===== config.mk =====
export PLATFORM = sky130hd
export DESIGN_NAME = uart_alu_host
export DESIGN_NICKNAME = d
export VERILOG_FILES = /design/src/rtl/uart_alu_pkg.sv /design/src/rtl/uart_alu_host_rx.sv /design/src/rtl/uart_alu_host.sv
export SDC_FILE = /design/constraint.sdc
export NUM_CORES = 1
export LEC_CHECK = 0
export CORE_MARGIN = 2
export CORE_UTILIZATION = 50
export CTS_BUF_LIST = sky130_fd_sc_hd__clkbuf_4 sky130_fd_sc_hd__clkbuf_8
export DETAILED_ROUTE_END_ITERATION = 10
export PLACE_DENSITY = 0.81
export SYNTH_ARGS = -nofsm -noshare
export SYNTH_HDL_FRONTEND = slang
export SYNTH_SLANG_ARGS = --single-unit
export TNS_END_PERCENT = 10

===== constraint.sdc =====
create_clock -name clk_i -period 3.9 [get_ports clk_i]
set_clock_uncertainty 0.05 [all_clocks]
set_input_delay 0.39 -clock clk_i [delete_from_list [all_inputs] [get_ports clk_i]]
set_output_delay 0.39 -clock clk_i [all_outputs]
set_load 0.005 [all_outputs]

===== src/rtl/uart_alu_pkg.sv =====
// Shared constants, FSM state types and packet layout for the UART ALU host.
package uart_alu_pkg;

  localparam logic [7:0] OP_ECHO = 8'hEC;
  localparam logic [7:0] OP_ADD  = 8'hAD;
  localparam logic [7:0] OP_MUL  = 8'h88;
  localparam logic [7:0] OP_DIV  = 8'hD1;

  localparam logic [7:0]  HDR_RSVD   = 8'h00;
  localparam int unsigned PKT_LEN    = 12;
  localparam int unsigned RSP_LEN    = 4;
  localparam int unsigned FRAME_BITS = 10;

  typedef enum logic [1:0] {ST_IDLE, ST_SEND, ST_RECV, ST_RESP} host_state_e;
  typedef enum logic [1:0] {RX_IDLE, RX_START, RX_DATA, RX_STOP} rx_state_e;

  // Packet: opcode, reserved, length, reserved, A little-endian, B little-endian.
  function automatic logic [7:0] pkt_byte(input logic [3:0] idx, input logic [7:0] op,
                                          input logic [31:0] a, input logic [31:0] b);
    logic [7:0] r;
    case (idx)
      4'd0:    r = op;
      4'd1:    r = HDR_RSVD;
      4'd2:    r = 8'(PKT_LEN);
      4'd3:    r = HDR_RSVD;
      4'd4:    r = a[7:0];
      4'd5:    r = a[15:8];
      4'd6:    r = a[23:16];
      4'd7:    r = a[31:24];
      4'd8:    r = b[7:0];
      4'd9:    r = b[15:8];
      4'd10:   r = b[23:16];
      4'd11:   r = b[31:24];
      default: r = '0;
    endcase
    return r;
  endfunction

endpackage


===== src/rtl/uart_alu_host_rx.sv =====
// Free-running 8N1 receiver: synchroniser, start-bit validation, mid-bit sampling, framing check.
module uart_host_rx
  import uart_alu_pkg::*;
#(
  parameter int unsigned CPB = 10
) (
  input  logic       clk_i,
  input  logic       rst_ni,
  input  logic       rx_i,
  output logic       byte_valid_o,
  output logic [7:0] byte_data_o
);

  localparam int unsigned CW = $clog2(CPB);

  rx_state_e   state_q, state_d;
  logic [1:0]  sync_q;
  logic        prev_q;
  logic        rx_s;
  logic [CW-1:0] cnt_q, cnt_d;
  logic [2:0]  bit_q, bit_d;
  logic [7:0]  sh_q, sh_d;
  logic        vld_q, vld_d;
  logic [7:0]  data_q, data_d;

  assign rx_s = sync_q[1];

  always_ff @(posedge clk_i or negedge rst_ni) begin
    if (!rst_ni) begin
      sync_q <= '1;
      prev_q <= 1'b1;
    end else begin
      sync_q <= {sync_q[0], rx_i};
      prev_q <= rx_s;
    end
  end

  always_ff @(posedge clk_i or negedge rst_ni) begin
    if (!rst_ni) state_q <= RX_IDLE;
    else         state_q <= state_d;
  end

  always_comb begin
    state_d = state_q;
    cnt_d   = cnt_q + 1'b1;
    bit_d   = bit_q;
    sh_d    = sh_q;
    vld_d   = 1'b0;
    data_d  = data_q;
    unique case (state_q)
      RX_IDLE: begin
        cnt_d = '0;
        if (prev_q && !rx_s) state_d = RX_START;
      end
      // Line back high at the start-bit centre means a glitch: re-arm.
      RX_START: if (cnt_q == CW'(CPB / 2 - 1)) begin
        cnt_d   = '0;
        bit_d   = '0;
        state_d = rx_s ? RX_IDLE : RX_DATA;
      end
      RX_DATA: if (cnt_q == CW'(CPB - 1)) begin
        cnt_d = '0;
        sh_d  = {rx_s, sh_q[7:1]};
        bit_d = bit_q + 1'b1;
        if (bit_q == 3'd7) state_d = RX_STOP;
      end
      RX_STOP: if (cnt_q == CW'(CPB - 1)) begin
        cnt_d   = '0;
        state_d = RX_IDLE;
        if (rx_s) begin
          vld_d  = 1'b1;
          data_d = sh_q;
        end
      end
    endcase
  end

  always_ff @(posedge clk_i or negedge rst_ni) begin
    if (!rst_ni) begin
      cnt_q  <= '0;
      bit_q  <= '0;
      sh_q   <= '0;
      vld_q  <= 1'b0;
      data_q <= '0;
    end else begin
      cnt_q  <= cnt_d;
      bit_q  <= bit_d;
      sh_q   <= sh_d;
      vld_q  <= vld_d;
      data_q <= data_d;
    end
  end

  assign byte_valid_o = vld_q;
  assign byte_data_o  = data_q;

endmodule


===== src/rtl/uart_alu_host.sv =====
// UART ALU host: sends one 12-byte command packet on tx_o, collects a 4-byte result from rx_i.
module uart_alu_host
  import uart_alu_pkg::*;
#(
  parameter int unsigned CLK_FREQ_HZ  = 50000000,
  parameter int unsigned BAUD_RATE    = 115200,
  parameter int unsigned TIMEOUT_BITS = 64
) (
  input  logic        clk_i,
  input  logic        rst_ni,
  input  logic        cmd_valid_i,
  output logic        cmd_ready_o,
  input  logic [7:0]  cmd_opcode_i,
  input  logic [31:0] cmd_a_i,
  input  logic [31:0] cmd_b_i,
  output logic        rsp_valid_o,
  input  logic        rsp_ready_i,
  output logic [31:0] rsp_data_o,
  output logic        rsp_timeout_o,
  output logic        busy_o,
  output logic        tx_o,
  input  logic        rx_i
);

  localparam int unsigned CPB = CLK_FREQ_HZ / BAUD_RATE;
  localparam int unsigned TMO = TIMEOUT_BITS * CPB;
  localparam int unsigned CW  = $clog2(CPB);
  localparam int unsigned TW  = $clog2(TMO + 1);
  localparam int unsigned BW  = $clog2(PKT_LEN);
  localparam int unsigned RW  = $clog2(RSP_LEN + 1);

  host_state_e   state_q, state_d;
  logic [7:0]    op_q, op_d;
  logic [31:0]   a_q, a_d, b_q, b_d;
  logic [CW-1:0] baud_q, baud_d;
  logic [3:0]    bit_q, bit_d;
  logic [BW-1:0] byte_q, byte_d;
  logic [RW-1:0] rcnt_q, rcnt_d;
  logic [31:0]   data_q, data_d;
  logic          tmof_q, tmof_d;
  logic [TW-1:0] tmo_q, tmo_d;

  logic       rx_vld;
  logic [7:0] rx_byte, tx_byte;
  logic       baud_end, send_done, tmo_hit;

  uart_host_rx #(.CPB(CPB)) u_rx (
    .clk_i        (clk_i),
    .rst_ni       (rst_ni),
    .rx_i         (rx_i),
    .byte_valid_o (rx_vld),
    .byte_data_o  (rx_byte)
  );

  assign baud_end  = baud_q == CW'(CPB - 1);
  assign send_done = baud_end && bit_q == 4'(FRAME_BITS - 1) && byte_q == BW'(PKT_LEN - 1);
  // A byte landing on the expiry cycle takes priority over the timeout.
  assign tmo_hit   = !rx_vld && tmo_q >= TW'(TMO - 1);
  assign tx_byte   = pkt_byte(4'(byte_q), op_q, a_q, b_q);

  always_ff @(posedge clk_i or negedge rst_ni) begin
    if (!rst_ni) state_q <= ST_IDLE;
    else         state_q <= state_d;
  end

  always_comb begin
    state_d = state_q;
    unique case (state_q)
      ST_IDLE: if (cmd_valid_i) state_d = ST_SEND;
      ST_SEND: if (send_done) state_d = ST_RECV;
      ST_RECV: if ((rx_vld && rcnt_q == RW'(RSP_LEN - 1)) || tmo_hit) state_d = ST_RESP;
      ST_RESP: if (rsp_ready_i) state_d = ST_IDLE;
    endcase
  end

  always_comb begin
    cmd_ready_o = state_q == ST_IDLE;
    busy_o      = state_q != ST_IDLE;
    rsp_valid_o = state_q == ST_RESP;
    tx_o        = 1'b1;
    if (state_q == ST_SEND) begin
      case (bit_q)
        4'd0:                  tx_o = 1'b0;
        4'(FRAME_BITS - 1):    tx_o = 1'b1;
        default:               tx_o = tx_byte[3'(bit_q - 4'd1)];
      endcase
    end
  end

  always_comb begin
    op_d   = op_q;
    a_d    = a_q;
    b_d    = b_q;
    baud_d = baud_q;
    bit_d  = bit_q;
    byte_d = byte_q;
    rcnt_d = rcnt_q;
    data_d = data_q;
    tmof_d = tmof_q;
    tmo_d  = tmo_q;
    unique case (state_q)
      ST_IDLE: if (cmd_valid_i) begin
        op_d   = cmd_opcode_i;
        a_d    = cmd_a_i;
        b_d    = cmd_b_i;
        baud_d = '0;
        bit_d  = '0;
        byte_d = '0;
      end
      ST_SEND: begin
        baud_d = baud_end ? '0 : baud_q + 1'b1;
        if (baud_end) begin
          if (bit_q == 4'(FRAME_BITS - 1)) begin
            bit_d  = '0;
            byte_d = byte_q + 1'b1;
          end else begin
            bit_d = bit_q + 1'b1;
          end
        end
        if (send_done) begin
          rcnt_d = '0;
          tmo_d  = '0;
          data_d = '0;
          tmof_d = 1'b0;
        end
      end
      ST_RECV: begin
        if (rx_vld) begin
          for (int unsigned k = 0; k < RSP_LEN; k++)
            if (rcnt_q == RW'(k)) data_d[8*k +: 8] = rx_byte;
          rcnt_d = rcnt_q + 1'b1;
          tmo_d  = '0;
        end else if (tmo_hit) begin
          data_d = '0;
          tmof_d = 1'b1;
        end else if (tmo_q != TW'(TMO)) begin
          tmo_d = tmo_q + 1'b1;
        end
      end
      ST_RESP: ;
    endcase
  end

  always_ff @(posedge clk_i or negedge rst_ni) begin
    if (!rst_ni) begin
      op_q   <= '0;
      a_q    <= '0;
      b_q    <= '0;
      baud_q <= '0;
      bit_q  <= '0;
      byte_q <= '0;
      rcnt_q <= '0;
      data_q <= '0;
      tmof_q <= 1'b0;
      tmo_q  <= '0;
    end else begin
      op_q   <= op_d;
      a_q    <= a_d;
      b_q    <= b_d;
      baud_q <= baud_d;
      bit_q  <= bit_d;
      byte_q <= byte_d;
      rcnt_q <= rcnt_d;
      data_q <= data_d;
      tmof_q <= tmof_d;
      tmo_q  <= tmo_d;
    end
  end

  assign rsp_data_o    = data_q;
  assign rsp_timeout_o = tmof_q;

endmodule


==> results by stage <==
Logic synthesis:
- For this run, the number of Yosys warnings is 0.
- The synthesized area divided by synthesized cell count is between 10 and 15 sq um.
- After synthesis, flip-flops and latches occupy a little over half of the total area.
- The net count after synthesis is approximately 800.
- The primary flip-flop cell chosen by synthesis mapping is sky130_fd_sc_hd__dfrtp_1.
- Synthesis instantiated 61 different standard cells from the library.
- Counting flops with an async set or reset pin after synthesis yields a share of between 90% and 100%.
- The netlist area before placement is between 8000 and 9000 sq um.
- After synthesis the netlist holds a flip-flop and latch count of approximately 180.
- The number of enable flip-flop cells after synthesis is 0.
- The instance count of the mapped netlist is a little over 700.

Final layout:
- The share of layout cells above drive strength 1 is between 20% and 30%.
- The synthesis-to-finish area growth is 21.2%.
- The final standard cell utilization of the core is 61.6%.
- For this run, the post-layout net count is between 900 and 1000.
- The layout has ~1400 filler cells.
- The post-route cell area is about 10000 sq um.

Global routing:
- The overall overflow remaining after global route is 0.
- The via count of the first global-routing pass is approximately 6000.
- The global-route wire length before repair is 31500 um.
- The number of antenna violations at the first check in global routing came to 2.
- The maximum number of pins on one net before global-route repair is 97.
- The global-route usage over all layers is approximately 23%.

Timing:
- The count of pins over their slew limit is 0.
- The worst pin sits at a relative slew slack of ~30%.
- The share of the clock period used by the worst path after layout is 95.1%.
- The final-report hold violation count is 0.
- Setup repair after global routing left no endpoint under its margin.
- The routed design could run at a clock period as short as between 3 and 4 ns.
- The actual slew at the worst max-slew pin is just over 1 ns.
- The final critical-path setup slack is 0.189 ns.
- Setup violations remaining at the end of the flow were counted as 0.
- For the final routed database, the setup TNS stands at 0 ns.
- Static timing analysis puts the maximum clock frequency at between 200 and 300 MHz.

CTS:
- The post-cts repair resize count is 0.
- The CTS root buffer is sky130_fd_sc_hd__clkbuf_8.
- TritonCTS built the clock tree.
- After clock tree synthesis, the clock-pin slew on the worst setup and hold paths is approximately 0.090 ns.
- The total clock buffers created by CTS is 17.
- The total clock sinks is roughly 180.
- After clock tree synthesis, the flow added hold-fix buffers numbering 1.
- The worst-case clock buffer depth is 2.
- The later pin in the worst-skew pair is clocked with a latency of around 0.47 ns.
- The H-tree was split into 4 levels.
- After clock tree synthesis, the setup repair step added 0 buffers.

Placement:
- At the end of routability-driven placement, the weighted congestion stood at between 0.9 and 1.
- The quantity of I/O buffers inserted on ports is ~110.
- Prior to clock tree synthesis, the placed netlist has a worst setup slack of a little under 0.7 ns.
- Summed over all nets, the half-perimeter wirelength after detailed placement is roughly 14000 um.
- The placed standard-cell area is approximately 9700 sq um.

Worst hold path:
- The worst hold path startpoint is rx_i.
- The destination of the worst hold path is u_rx.sync_q[0].
- Counting instances, the worst hold path has a depth of 1.
- The class of the worst hold path is in2reg.

Power:
- IR analysis of the VDD net gives a maximum drop of between 0.2 and 0.3 mV.
- In this run the static leakage power is roughly 0.0047 uW.
- The post-route total power is approximately 3600 uW.
- The power density normalized to cell area is 350 nW/um^2.

Critical path:
- The critical path data arrival time is about 3.3 ns.
- The reg-to-reg endpoint is rsp_data_o[15].
- The critical path goes through inv_1 -> ha_1 -> a22oi_1 -> o22ai_1 -> nor3_1 -> or3_1 -> o31ai_1 -> clkdlybuf4s50_1.
- The critical path is of the reg2out type.
- The worst setup path is launched from a flop.
- The kind of end point of the critical path is an output pin.
- Counting cells, the worst reg-to-reg path comes to 6.
- Among all stages on the critical path, the largest delay is contributed by sky130_fd_sc_hd__ha_1.
- The register-to-register path setup slack is between 0.7 and 0.8 ns.
- The maximum fanout encountered on the critical timing path is 17.
- The largest incremental delay on the critical path is about 0.56 ns.
- STA puts the critical path data required time at ~3.5 ns.
- The worst register-to-register path begins at byte_q[0].

Floorplanning:
- The die covers approximately 18000 sq um.
- The core region is ~16000 sq um.
- The number of placement rows is between 40 and 50.
- The initial utilization of the core area, before any placement, comes to about half.
- The I/O pin count is 114.
- From bottom edge to top edge, the die measures around 130 um.
- The die is about 130 um wide.

Drt:
- The total via count in the routed design is 5887.
- The total iterations of the first detailed-routing run is 6.
- In the final routed layout, each cell accounts on average for between 15 and 20 um.
- The detail route stage leaves a number of antenna-violating nets equal to 0.
- The per-cell via count in the routed design is 5.62.
- The number of DRC markers in iteration 0 is ~510.
- The final layout contains routed wiring with a total length of about 19000 um.
- For this run, design rule violations remaining after detail routing come to 0.

Run:
- The count of maximum capacitance violations is 0.

Status:
- The flow ran to the end, and the final reports show no timing, DRC or antenna violations.
==> through the flow <==
step | std cells | hold WS (ns)
3_5_place_dp | 1012 | 0.303
5_1_grt | 1047 | 0.254
4_1_cts | 1045 | 0.246
2_1_floorplan | 705 | 0.0444
3_3_place_gp | 1012 | 0.298
6_report | 1047 | 0.276
==> sequential cells by signal, summed over array words and instances, names as in the netlist, 4 cells and up, named ones only <==
| name | count |
|---|---|
| rsp_data_o | 32 |
| a_q | 32 |
| u_rx.cnt_q | 9 |
| tmo_q | 15 |
| u_rx.byte_data_o | 8 |
| b_q | 32 |
| u_rx.sh_q | 8 |
| byte_q | 4 |
| baud_q | 9 |
| bit_q | 4 |
| op_q | 8 |
==> metal layers <==
metal  GRT usage [%]  up-vias  wire [um]
met5               0        -          0
met4            7.27        0        253
met3            4.53       22        699
met2            36.1      137       9420
met1            31.1     2957       8580
li1                -     2771          -
==> worst max-delay path by stage <==
stage / from / end
CTS: byte_q[3] / tx_o
global route: byte_q[3] / tx_o
finish: byte_q[3] / tx_o
floorplan: byte_q[2] / rsp_data_o[0]
detailed placement: byte_q[3] / tx_o
global placement: byte_q[3] / tx_o
==> synth_stat cells (6+ instances only) <==
cell | n | area, sq um
sky130_fd_sc_hd__dfrtp_1 | 173 | 4330
sky130_fd_sc_hd__mux2_2 | 122 | 1370
sky130_fd_sc_hd__nand2_1 | 38 | 143
sky130_fd_sc_hd__o21ai_0 | 37 | 185
sky130_fd_sc_hd__inv_1 | 35 | 131
sky130_fd_sc_hd__nor2_1 | 33 | 124
sky130_fd_sc_hd__ha_1 | 32 | 400
sky130_fd_sc_hd__clkbuf_1 | 27 | 101
sky130_fd_sc_hd__nand3_1 | 18 | 90.1
sky130_fd_sc_hd__a22o_1 | 17 | 149
sky130_fd_sc_hd__a21oi_1 | 15 | 75.1
sky130_fd_sc_hd__a22oi_1 | 15 | 113
sky130_fd_sc_hd__and3_1 | 13 | 81.3
sky130_fd_sc_hd__o22ai_1 | 8 | 50.1
sky130_fd_sc_hd__nand4_1 | 7 | 43.8
sky130_fd_sc_hd__xor2_1 | 7 | 61.3
sky130_fd_sc_hd__a222oi_1 | 6 | 60.1
sky130_fd_sc_hd__a31oi_1 | 6 | 37.5
sky130_fd_sc_hd__and2_1 | 6 | 37.5
sky130_fd_sc_hd__xnor2_1 | 6 | 52.6
==> cell families after synthesis <==
| logic type | synth area share, % |
|---|---|
| flip-flops | 52.7 |
| multiplexers | 17.2 |
| buffers and inverters | 3.20 |
| adder cells (fa/ha/maj) | 4.78 |
| AO/OA/AOI/OAI | 12.1 |
| XOR/XNOR | 1.36 |
| AND/OR/NAND/NOR | 8.71 |
==> report_power, final <==
part           internal, uW  switching (uW)  total, uW
sequential             1850            25.6       1880
combinational           139             170        308
clock                   672             698       1370
total                  2660             893       3550
==> critical path: cells and delay by family, from the launching register on <==
family,cells,cell delay (ns)
AND/OR/NAND/NOR,2,0.44
AO/OA/AOI/OAI,3,0.71
buffers and inverters,2,0.65
adder cells (fa/ha/maj),1,0.56
flip-flops,1,0.42
==> area by class of cell <==
cell class / instances / area (sq um) / area share, %
Antenna cell: 2 / 5.00 / 0.0493
Timing Repair Buffer: 120 / 1200 / 11.8
Sequential cell: 176 / 4410 / 43.4
Inverter: 35 / 131 / 1.29
Multi-Input combinational cell: 462 / 3700 / 36.4
Clock buffer: 19 / 255 / 2.52
Clock inverter: 13 / 174 / 1.71
Tap cell: 220 / 275 / 2.71
==> cells in the final DEF, fill, tap and decap left out, types with 6 or more instances in the layout <==
cell type	count
sky130_fd_sc_hd__a22o_1	17
sky130_fd_sc_hd__o22ai_1	8
sky130_fd_sc_hd__a21oi_1	15
sky130_fd_sc_hd__a222oi_1	6
sky130_fd_sc_hd__o21ai_0	37
sky130_fd_sc_hd__ha_1	32
sky130_fd_sc_hd__inv_1	35
sky130_fd_sc_hd__nand4_1	7
sky130_fd_sc_hd__nand3_1	18
sky130_fd_sc_hd__and2_1	6
sky130_fd_sc_hd__clkbuf_8	18
sky130_fd_sc_hd__nor2_1	33
sky130_fd_sc_hd__and3_1	13
sky130_fd_sc_hd__nand2_1	37
sky130_fd_sc_hd__clkdlybuf4s50_1	112
sky130_fd_sc_hd__a31oi_1	6
sky130_fd_sc_hd__xor2_1	7
sky130_fd_sc_hd__dfrtp_1	173
sky130_fd_sc_hd__xnor2_1	6
sky130_fd_sc_hd__mux2_2	122
sky130_fd_sc_hd__a22oi_1	15
No activity file was read; power rests on OpenSTA's default activity.
